File: config.mk
export PLATFORM = sky130hd
export DESIGN_NAME = wb_arbiter2_flat
export DESIGN_NICKNAME = d
export VERILOG_FILES = /design/src/rtl/wb_arbiter2_if.sv /design/src/rtl/wb_arbiter2.sv /design/src/flat_wrapper.sv
export SDC_FILE = /design/constraint.sdc
export NUM_CORES = 1
export LEC_CHECK = 0
export CORE_MARGIN = 3
export CORE_UTILIZATION = 21
export CTS_CLUSTER_SIZE = 25
export DETAILED_ROUTE_END_ITERATION = 8
export PLACE_DENSITY = 0.84
export REMOVE_ABC_BUFFERS = 1
export SLEW_MARGIN = 40
export SYNTH_ARGS = -nofsm -noshare
export SYNTH_HDL_FRONTEND = slang
export SYNTH_SLANG_ARGS = --single-unit
File: constraint.sdc
create_clock -name clk_i -period 1.7 [get_ports clk_i]
set_input_delay 0.17 -clock clk_i [delete_from_list [all_inputs] [get_ports clk_i]]
set_output_delay 0.17 -clock clk_i [all_outputs]
set_load 0.005 [all_outputs]
File: src/rtl/wb_arbiter2_if.sv
// wb_arbiter2_if: bundle of both master-side Wishbone ports and the shared
// downstream bus of wb_arbiter2.
// Modports: slave = the arbiter's view; master = the environment's view
// (both requesters plus the downstream interconnect).
interface wb_arbiter2_if #(
    parameter int DATA_WIDTH = 16,
    parameter int ADDR_WIDTH = 32
);
    // m0: CPU core
    logic [DATA_WIDTH-1:0]   m0_dat_i;
    logic [DATA_WIDTH-1:0]   m0_dat_o;
    logic [ADDR_WIDTH-1:0]   m0_adr_i;
    logic [DATA_WIDTH/8-1:0] m0_sel_i;
    logic                    m0_we_i;
    logic                    m0_cyc_i;
    logic                    m0_stb_i;
    logic                    m0_ack_o;
    logic                    m0_err_o;
    // m1: gdb target
    logic [DATA_WIDTH-1:0]   m1_dat_i;
    logic [DATA_WIDTH-1:0]   m1_dat_o;
    logic [ADDR_WIDTH-1:0]   m1_adr_i;
    logic [DATA_WIDTH/8-1:0] m1_sel_i;
    logic                    m1_we_i;
    logic                    m1_cyc_i;
    logic                    m1_stb_i;
    logic                    m1_ack_o;
    logic                    m1_err_o;
    // shared bus toward the interconnect
    logic [DATA_WIDTH-1:0]   s_dat_o;
    logic [ADDR_WIDTH-1:0]   s_adr_o;
    logic [DATA_WIDTH/8-1:0] s_sel_o;
    logic                    s_we_o;
    logic                    s_cyc_o;
    logic                    s_stb_o;
    logic [DATA_WIDTH-1:0]   s_dat_i;
    logic                    s_ack_i;

    modport slave (
        input  m0_dat_i, m0_adr_i, m0_sel_i, m0_we_i, m0_cyc_i, m0_stb_i,
        output m0_dat_o, m0_ack_o, m0_err_o,
        input  m1_dat_i, m1_adr_i, m1_sel_i, m1_we_i, m1_cyc_i, m1_stb_i,
        output m1_dat_o, m1_ack_o, m1_err_o,
        output s_dat_o, s_adr_o, s_sel_o, s_we_o, s_cyc_o, s_stb_o,
        input  s_dat_i, s_ack_i
    );

    modport master (
        output m0_dat_i, m0_adr_i, m0_sel_i, m0_we_i, m0_cyc_i, m0_stb_i,
        input  m0_dat_o, m0_ack_o, m0_err_o,
        output m1_dat_i, m1_adr_i, m1_sel_i, m1_we_i, m1_cyc_i, m1_stb_i,
        input  m1_dat_o, m1_ack_o, m1_err_o,
        input  s_dat_o, s_adr_o, s_sel_o, s_we_o, s_cyc_o, s_stb_o,
        output s_dat_i, s_ack_i
    );
endinterface

File: src/rtl/wb_arbiter2.sv
// wb_arbiter2: two-master Wishbone arbiter (m0 = CPU core, m1 = gdb target)
// onto one shared bus; round-robin on ties, grant locked for the whole cyc_i.
// Latency: 1 cycle from cyc_i in IDLE to s_cyc_o; bus mux, ack and read data
// are combinational. Backpressure: a master waits on its strobe until s_ack_i;
// with macro WB_ARB_TIMEOUT_EN defined, TIMEOUT_CYCLES stalled strobe cycles
// abort the cycle with a one-cycle err pulse.
// Ports: clk_i, rst_i (asynchronous, active-high), bus (wb_arbiter2_if.slave)
// carrying m0_*/m1_* master ports and the s_* shared-bus ports.
module wb_arbiter2 #(
    parameter int DATA_WIDTH     = 16,
    parameter int ADDR_WIDTH     = 32,
    parameter int TIMEOUT_CYCLES = 255
) (
    input  logic         clk_i,
    input  logic         rst_i,
    wb_arbiter2_if.slave bus
);
    localparam int SEL_WIDTH = DATA_WIDTH / 8;

    typedef enum logic [1:0] {
        IDLE   = 2'd0,
        GRANT0 = 2'd1,
        GRANT1 = 2'd2
    } state_t;

    state_t state;
    logic   last_m1;    // 1: m1 was served last, so m0 wins the next tie
    logic   gnt0;
    logic   gnt1;
    logic   req0;
    logic   req1;
    logic   abort;

    logic [ADDR_WIDTH-1:0] s_adr;
    logic [DATA_WIDTH-1:0] s_dat;
    logic [SEL_WIDTH-1:0]  s_sel;
    logic                  s_we;
    logic                  s_cyc;
    logic                  s_stb;

    assign gnt0 = (state == GRANT0);
    assign gnt1 = (state == GRANT1);

`ifdef WB_ARB_TIMEOUT_EN
    localparam logic [7:0] STALL_LIMIT = 8'(TIMEOUT_CYCLES);

    logic [7:0] stall_cnt;
    logic [1:0] blocked;
    logic       stalled;

    // A master that was aborted may not compete until it has let go of cyc_i.
    assign req0    = bus.m0_cyc_i & ~blocked[0];
    assign req1    = bus.m1_cyc_i & ~blocked[1];
    assign stalled = (gnt0 | gnt1) & s_stb & ~bus.s_ack_i;
    // An ack in the same cycle as the limit wins over the abort.
    assign abort   = (gnt0 | gnt1) & (stall_cnt == STALL_LIMIT) & ~bus.s_ack_i;
`else
    assign req0  = bus.m0_cyc_i;
    assign req1  = bus.m1_cyc_i;
    assign abort = 1'b0;
`endif

    // Marks an out-of-range TIMEOUT_CYCLES in the elaborated hierarchy.
    if (TIMEOUT_CYCLES < 2 || TIMEOUT_CYCLES > 255) begin : g_timeout_out_of_range
    end

    always_ff @(posedge clk_i or posedge rst_i) begin
        if (rst_i) begin
            state   <= IDLE;
            last_m1 <= 1'b1;
`ifdef WB_ARB_TIMEOUT_EN
            stall_cnt <= 8'd0;
            blocked   <= 2'b00;
`endif
        end else begin
`ifdef WB_ARB_TIMEOUT_EN
            if (!bus.m0_cyc_i) blocked[0] <= 1'b0;
            if (!bus.m1_cyc_i) blocked[1] <= 1'b0;
            // s_cyc low covers IDLE and the cycle a grant is released or
            // handed over, so every new grant starts from zero.
            if (!s_cyc || bus.s_ack_i) begin
                stall_cnt <= 8'd0;
            end else if (stalled && stall_cnt != STALL_LIMIT) begin
                stall_cnt <= stall_cnt + 8'd1;
            end
`endif
            case (state)
                IDLE: begin
                    if (req0 && (!req1 || last_m1)) begin
                        state   <= GRANT0;
                        last_m1 <= 1'b0;
                    end else if (req1) begin
                        state   <= GRANT1;
                        last_m1 <= 1'b1;
                    end
                end
                GRANT0: begin
                    if (abort) begin
                        state <= IDLE;
`ifdef WB_ARB_TIMEOUT_EN
                        blocked[0] <= 1'b1;
`endif
                    end else if (!bus.m0_cyc_i) begin
                        // Hand over directly when the other master waits.
                        if (req1) begin
                            state   <= GRANT1;
                            last_m1 <= 1'b1;
                        end else begin
                            state <= IDLE;
                        end
                    end
                end
                GRANT1: begin
                    if (abort) begin
                        state <= IDLE;
`ifdef WB_ARB_TIMEOUT_EN
                        blocked[1] <= 1'b1;
`endif
                    end else if (!bus.m1_cyc_i) begin
                        if (req0) begin
                            state   <= GRANT0;
                            last_m1 <= 1'b0;
                        end else begin
                            state <= IDLE;
                        end
                    end
                end
                default: state <= IDLE;
            endcase
        end
    end

    // Shared-bus mux: follows the granted master, all zero in IDLE so a reset
    // drops cyc/stb within the same cycle.
    always_comb begin
        s_adr = '0;
        s_dat = '0;
        s_sel = '0;
        s_we  = 1'b0;
        s_cyc = 1'b0;
        s_stb = 1'b0;
        case (state)
            GRANT0: begin
                s_adr = bus.m0_adr_i;
                s_dat = bus.m0_dat_i;
                s_sel = bus.m0_sel_i;
                s_we  = bus.m0_we_i;
                s_cyc = bus.m0_cyc_i;
                s_stb = bus.m0_stb_i;
            end
            GRANT1: begin
                s_adr = bus.m1_adr_i;
                s_dat = bus.m1_dat_i;
                s_sel = bus.m1_sel_i;
                s_we  = bus.m1_we_i;
                s_cyc = bus.m1_cyc_i;
                s_stb = bus.m1_stb_i;
            end
            default: ;
        endcase
    end

    assign bus.s_adr_o = s_adr;
    assign bus.s_dat_o = s_dat;
    assign bus.s_sel_o = s_sel;
    assign bus.s_we_o  = s_we;
    assign bus.s_cyc_o = s_cyc;
    assign bus.s_stb_o = s_stb;

    assign bus.m0_dat_o = bus.s_dat_i;
    assign bus.m1_dat_o = bus.s_dat_i;
    assign bus.m0_ack_o = bus.s_ack_i & gnt0;
    assign bus.m1_ack_o = bus.s_ack_i & gnt1;
    assign bus.m0_err_o = abort & gnt0;
    assign bus.m1_err_o = abort & gnt1;
endmodule

File: src/flat_wrapper.sv
// flat-port wrapper written by rule: the top's interface ports become plain ports
module wb_arbiter2_flat 
#(
    parameter int DATA_WIDTH     = 16,
    parameter int ADDR_WIDTH     = 32,
    parameter int TIMEOUT_CYCLES = 255
)
  (clk_i, rst_i, bus_m0_dat_i, bus_m0_adr_i, bus_m0_sel_i, bus_m0_we_i, bus_m0_cyc_i, bus_m0_stb_i, bus_m0_dat_o, bus_m0_ack_o, bus_m0_err_o, bus_m1_dat_i, bus_m1_adr_i, bus_m1_sel_i, bus_m1_we_i, bus_m1_cyc_i, bus_m1_stb_i, bus_m1_dat_o, bus_m1_ack_o, bus_m1_err_o, bus_s_dat_o, bus_s_adr_o, bus_s_sel_o, bus_s_we_o, bus_s_cyc_o, bus_s_stb_o, bus_s_dat_i, bus_s_ack_i);
  wb_arbiter2_if #(.DATA_WIDTH(DATA_WIDTH), .ADDR_WIDTH(ADDR_WIDTH)) bus_i ();
  input  logic clk_i;
  input  logic rst_i;
  input wire logic [$bits(bus_i.m0_dat_i)-1:0] bus_m0_dat_i;
  input wire logic [$bits(bus_i.m0_adr_i)-1:0] bus_m0_adr_i;
  input wire logic [$bits(bus_i.m0_sel_i)-1:0] bus_m0_sel_i;
  input wire logic [$bits(bus_i.m0_we_i)-1:0] bus_m0_we_i;
  input wire logic [$bits(bus_i.m0_cyc_i)-1:0] bus_m0_cyc_i;
  input wire logic [$bits(bus_i.m0_stb_i)-1:0] bus_m0_stb_i;
  output wire logic [$bits(bus_i.m0_dat_o)-1:0] bus_m0_dat_o;
  output wire logic [$bits(bus_i.m0_ack_o)-1:0] bus_m0_ack_o;
  output wire logic [$bits(bus_i.m0_err_o)-1:0] bus_m0_err_o;
  input wire logic [$bits(bus_i.m1_dat_i)-1:0] bus_m1_dat_i;
  input wire logic [$bits(bus_i.m1_adr_i)-1:0] bus_m1_adr_i;
  input wire logic [$bits(bus_i.m1_sel_i)-1:0] bus_m1_sel_i;
  input wire logic [$bits(bus_i.m1_we_i)-1:0] bus_m1_we_i;
  input wire logic [$bits(bus_i.m1_cyc_i)-1:0] bus_m1_cyc_i;
  input wire logic [$bits(bus_i.m1_stb_i)-1:0] bus_m1_stb_i;
  output wire logic [$bits(bus_i.m1_dat_o)-1:0] bus_m1_dat_o;
  output wire logic [$bits(bus_i.m1_ack_o)-1:0] bus_m1_ack_o;
  output wire logic [$bits(bus_i.m1_err_o)-1:0] bus_m1_err_o;
  output wire logic [$bits(bus_i.s_dat_o)-1:0] bus_s_dat_o;
  output wire logic [$bits(bus_i.s_adr_o)-1:0] bus_s_adr_o;
  output wire logic [$bits(bus_i.s_sel_o)-1:0] bus_s_sel_o;
  output wire logic [$bits(bus_i.s_we_o)-1:0] bus_s_we_o;
  output wire logic [$bits(bus_i.s_cyc_o)-1:0] bus_s_cyc_o;
  output wire logic [$bits(bus_i.s_stb_o)-1:0] bus_s_stb_o;
  input wire logic [$bits(bus_i.s_dat_i)-1:0] bus_s_dat_i;
  input wire logic [$bits(bus_i.s_ack_i)-1:0] bus_s_ack_i;
  assign bus_i.m0_dat_i = bus_m0_dat_i;
  assign bus_i.m0_adr_i = bus_m0_adr_i;
  assign bus_i.m0_sel_i = bus_m0_sel_i;
  assign bus_i.m0_we_i = bus_m0_we_i;
  assign bus_i.m0_cyc_i = bus_m0_cyc_i;
  assign bus_i.m0_stb_i = bus_m0_stb_i;
  assign bus_m0_dat_o = bus_i.m0_dat_o;
  assign bus_m0_ack_o = bus_i.m0_ack_o;
  assign bus_m0_err_o = bus_i.m0_err_o;
  assign bus_i.m1_dat_i = bus_m1_dat_i;
  assign bus_i.m1_adr_i = bus_m1_adr_i;
  assign bus_i.m1_sel_i = bus_m1_sel_i;
  assign bus_i.m1_we_i = bus_m1_we_i;
  assign bus_i.m1_cyc_i = bus_m1_cyc_i;
  assign bus_i.m1_stb_i = bus_m1_stb_i;
  assign bus_m1_dat_o = bus_i.m1_dat_o;
  assign bus_m1_ack_o = bus_i.m1_ack_o;
  assign bus_m1_err_o = bus_i.m1_err_o;
  assign bus_s_dat_o = bus_i.s_dat_o;
  assign bus_s_adr_o = bus_i.s_adr_o;
  assign bus_s_sel_o = bus_i.s_sel_o;
  assign bus_s_we_o = bus_i.s_we_o;
  assign bus_s_cyc_o = bus_i.s_cyc_o;
  assign bus_s_stb_o = bus_i.s_stb_o;
  assign bus_i.s_dat_i = bus_s_dat_i;
  assign bus_i.s_ack_i = bus_s_ack_i;
  wb_arbiter2 #(.DATA_WIDTH(DATA_WIDTH), .ADDR_WIDTH(ADDR_WIDTH), .TIMEOUT_CYCLES(TIMEOUT_CYCLES)) u_core (.clk_i(clk_i), .rst_i(rst_i), .bus(bus_i));
endmodule
==> results.py <==
metrics = {
    "run_status": {
        "status": "finished with violations",
        "violations": "setup timing",
    },
    "worst_setup_path": {
        "crit_path_max_fanout": 6,
        "end_kind": "output port",
        "required_ns": 1.53,
        "arrival_ns": 1.66,
        "crit_type": "reg -> out",
        "ff2ff_path_depth": 7,
        "critPathLaunchType": "flop",
    },
    "clock_tree": {
        "insertion_delay_ns": 0.22,
        "clk_pin_slew_ns": 0.03,
        "cts_made_buffers": 3,
        "cts_tree": "done",
        "cts-htree-levels": 1,
        "clock_sinks": 3,
        "clk_path_buf_depth": 2,
        "cts_root_buf": "clkbuf_8",
        "cts_hold_buf": 0,
    },
    "global_route": {
        "antenna_found_initial": 0,
        "grt_pass1_vias": 2371,
        "grt_pass1_wl_um": 12600,
        "overflow": 0,
        "use_met2_pct": 38.4,
        "use_met1_pct": 24.2,
        "grt_max_degree": 16,
        "grt-busiest-layer": "met2",
        "track_usage_pct": 21.9,
        "grtUsageMet3_pct": 9.70,
    },
    "drt": {
        "avgRoutedWirePerCell_um": 19.7,
        "first_iter_violations": 42,
        "vias": 2088,
        "drt-pass1-iter-count": 4,
        "viasPerCell": 4.83,
        "routed_wl_um": 8530,
        "drcViolationCount": 0,
        "ant_nets": 0,
    },
    "timing": {
        "slew_violations": 0,
        "setup_ws_ns": -0.132,
        "skew_ns": 0.00393,
        "hold_viol_final": 0,
        "max_freq_ghz": 0.546,
        "setup_viol": 47,
        "period_minus_slack_ns": 1.83,
        "period_share_pct": 108,
        "rsz0062_at_grt": "yes",
    },
    "yosys": {
        "synth_xor_area_share_pct": 0,
        "yosys.area_share.simple_pct": 29.4,
        "synth_edf_count": 0,
        "yosys_most_used_dff": "dfrtp_1",
        "synthAdderAreaFrac_pct": 4.63,
        "synth-seq-cells": 3,
        "yosysMostFrequentCell": "nor2b_1",
        "ys_types": 26,
        "syn_area_mm2": 0.00135,
        "netlist.area_leader.share_pct": 28.9,
        "async_reset_ff_share_pct": 100,
        "synth_top_family_by_area": "compound AO/OA/AOI/OAI gates",
        "synth.area.top_cells": "a22oi_1 29%, nor2b_1 25%, buf_4 19%",
        "avgSynthCellArea_um2": 7.12,
        "synth_top_cell_by_area": "a22oi_1",
        "synth_compound_area_share_pct": 33.4,
        "ys_seq_area_share_pct": 5.64,
        "ys.warnings.count": 0,
        "synthTopCellsByCount": "53 x nor2b_1, 52 x a22oi_1, 35 x buf_4",
        "synth_cells": 190,
        "synthMuxAreaShare_pct": 0.833,
    },
    "cells_and_area": {
        "final_core_util_pct": 59.4,
        "diodes": 0,
        "fillCellCount": 538,
        "drive_above_1_share_pct": 49.0,
        "layout.nets": 488,
        "final_cell_count_no_fill": 432,
        "layout-area-overhead-vs-synth_pct": 166,
    },
    "pwr": {
        "vdd_drop_max_mv": 1.06,
        "p_leak_nw": 1.45,
        "power.total_mw": 5.58,
        "power.density_mw_per_mm2": 1550,
    },
    "floorplanning": {
        "core_region_area_mm2": 0.00606,
        "die_w_um": 86.3,
        "die_h_um": 86.3,
        "rows": 28,
        "start_util_pct": 22.3,
        "pin_count": 214,
        "dieArea_mm2": 0.00744,
    },
    "worst_hold_path": {
        "hold_path.class": "in -> async",
    },
    "placement": {
        "dp_hpwl_um": 5740,
        "port_buffers": 163,
        "place.gp.congestion": 0.833,
        "dp.cells": 394,
    },
    "job": {
        "cap_violations": 0,
    },
}
stage by stage:
stage	area (um^2)	setup TNS, ns	setup WS [ns]	hold slack, ns
after floorplan	1020	-19.91	-0.634	-0.0771
after global placement	2910	-5.66	-0.196	0.340
after detailed placement	2910	-6.83	-0.176	0.340
after CTS	3590	-3.52	-0.136	0.117
after global routing	3600	-6.08	-0.205	0.132
final	3600	-2.65	-0.132	0.116
final timing paths:
check / endpoint / slack (ns) / start
min in group clk_i: bus_m0_dat_o[10] / 0.34 / bus_s_dat_i[10]
hold reg to reg: u_core.last_m1 / 0.60 / u_core.last_m1
hold / removal: u_core.state[0] / 0.12 / rst_i
max in group asynchronous: u_core.last_m1 / 1.37 / rst_i
setup / recovery: bus_s_adr_o[16] / -0.13 / u_core.state[1]
setup reg to reg: u_core.state[1] / 0.04 / u_core.state[0]
cell usage in the layout (no fill, tap or decap), types with 2 or more instances in the layout:
cell type / netlist / layout
a21oi_1: 3 / 3
a22oi_2: 1 / 53
a31oi_1: 2 / 2
and2_1: 2 / 2
buf_12: 0 / 6
buf_16: 0 / 7
buf_2: 9 / 48
buf_4: 35 / 11
buf_6: 0 / 18
buf_8: 0 / 7
clkbuf_2: 0 / 5
clkbuf_8: 0 / 3
clkdlybuf4s50_1: 0 / 108
conb_1: 1 / 2
dfrtp_1: 2 / 2
dlygate4sd2_1: 0 / 2
ha_4: 0 / 4
inv_1: 4 / 2
inv_2: 0 / 2
nand2_1: 2 / 2
nand2b_1: 2 / 2
nor2b_1: 53 / 48
nor2b_2: 0 / 4
timing repair:
item                                    CTS  global route
buffers inserted                         23             9
pin swaps                                13            20
cloned                                   10             1
endpoints found under the setup margin   56            56
resized for setup                       294            33
layer usage:
metal | vias to the layer above | part of all wire (%) | routed length [um]
met2 | 124 | 50 | 4270
met3 | 6 | 12 | 1020
met5 | - | 0.75 | 64
li1 | 976 | - | -
met4 | 2 | 0.43 | 37
met1 | 980 | 37 | 3140
worst max-delay path, cell delays in order, from the launching register on:
cell,delay [ns]
dfrtp_1,0.40
buf_6,0.13
ha_4,0.19
buf_6,0.13
buf_8,0.12
buf_6,0.12
a22oi_2,0.15
nor2b_1,0.07
buf_2,0.13
state kept, by name (all words and copies together) (netlist names):
register and count:
u_core.state 2, u_core.last_m1 1
area by class of cell:
type	instances	area (um^2)	share of cell area, %
repair buffers	213	2090	58.2
multi-input cells	133	1270	35.4
flip-flops and latches	3	76.3	2.12
inverters	4	15.0	0.417
clock buffers	4	45.0	1.25
well taps	75	93.8	2.61
where the power goes:
group / switching (mW) / leakage (nW) / internal [mW]
clock: 0.0541 / 0.0228 / 0.161
combinational: 2.05 / 1.39 / 3.17
sequential: 0.0327 / 0.0358 / 0.115
kinds of logic after synthesis:
group	count (synthesis)
compound gates	61
fa+ha+maj	5
buf+inv	55
flops	3
mux	1
other cells	1
simple gates	64
(Power assumes the default switching activity.)
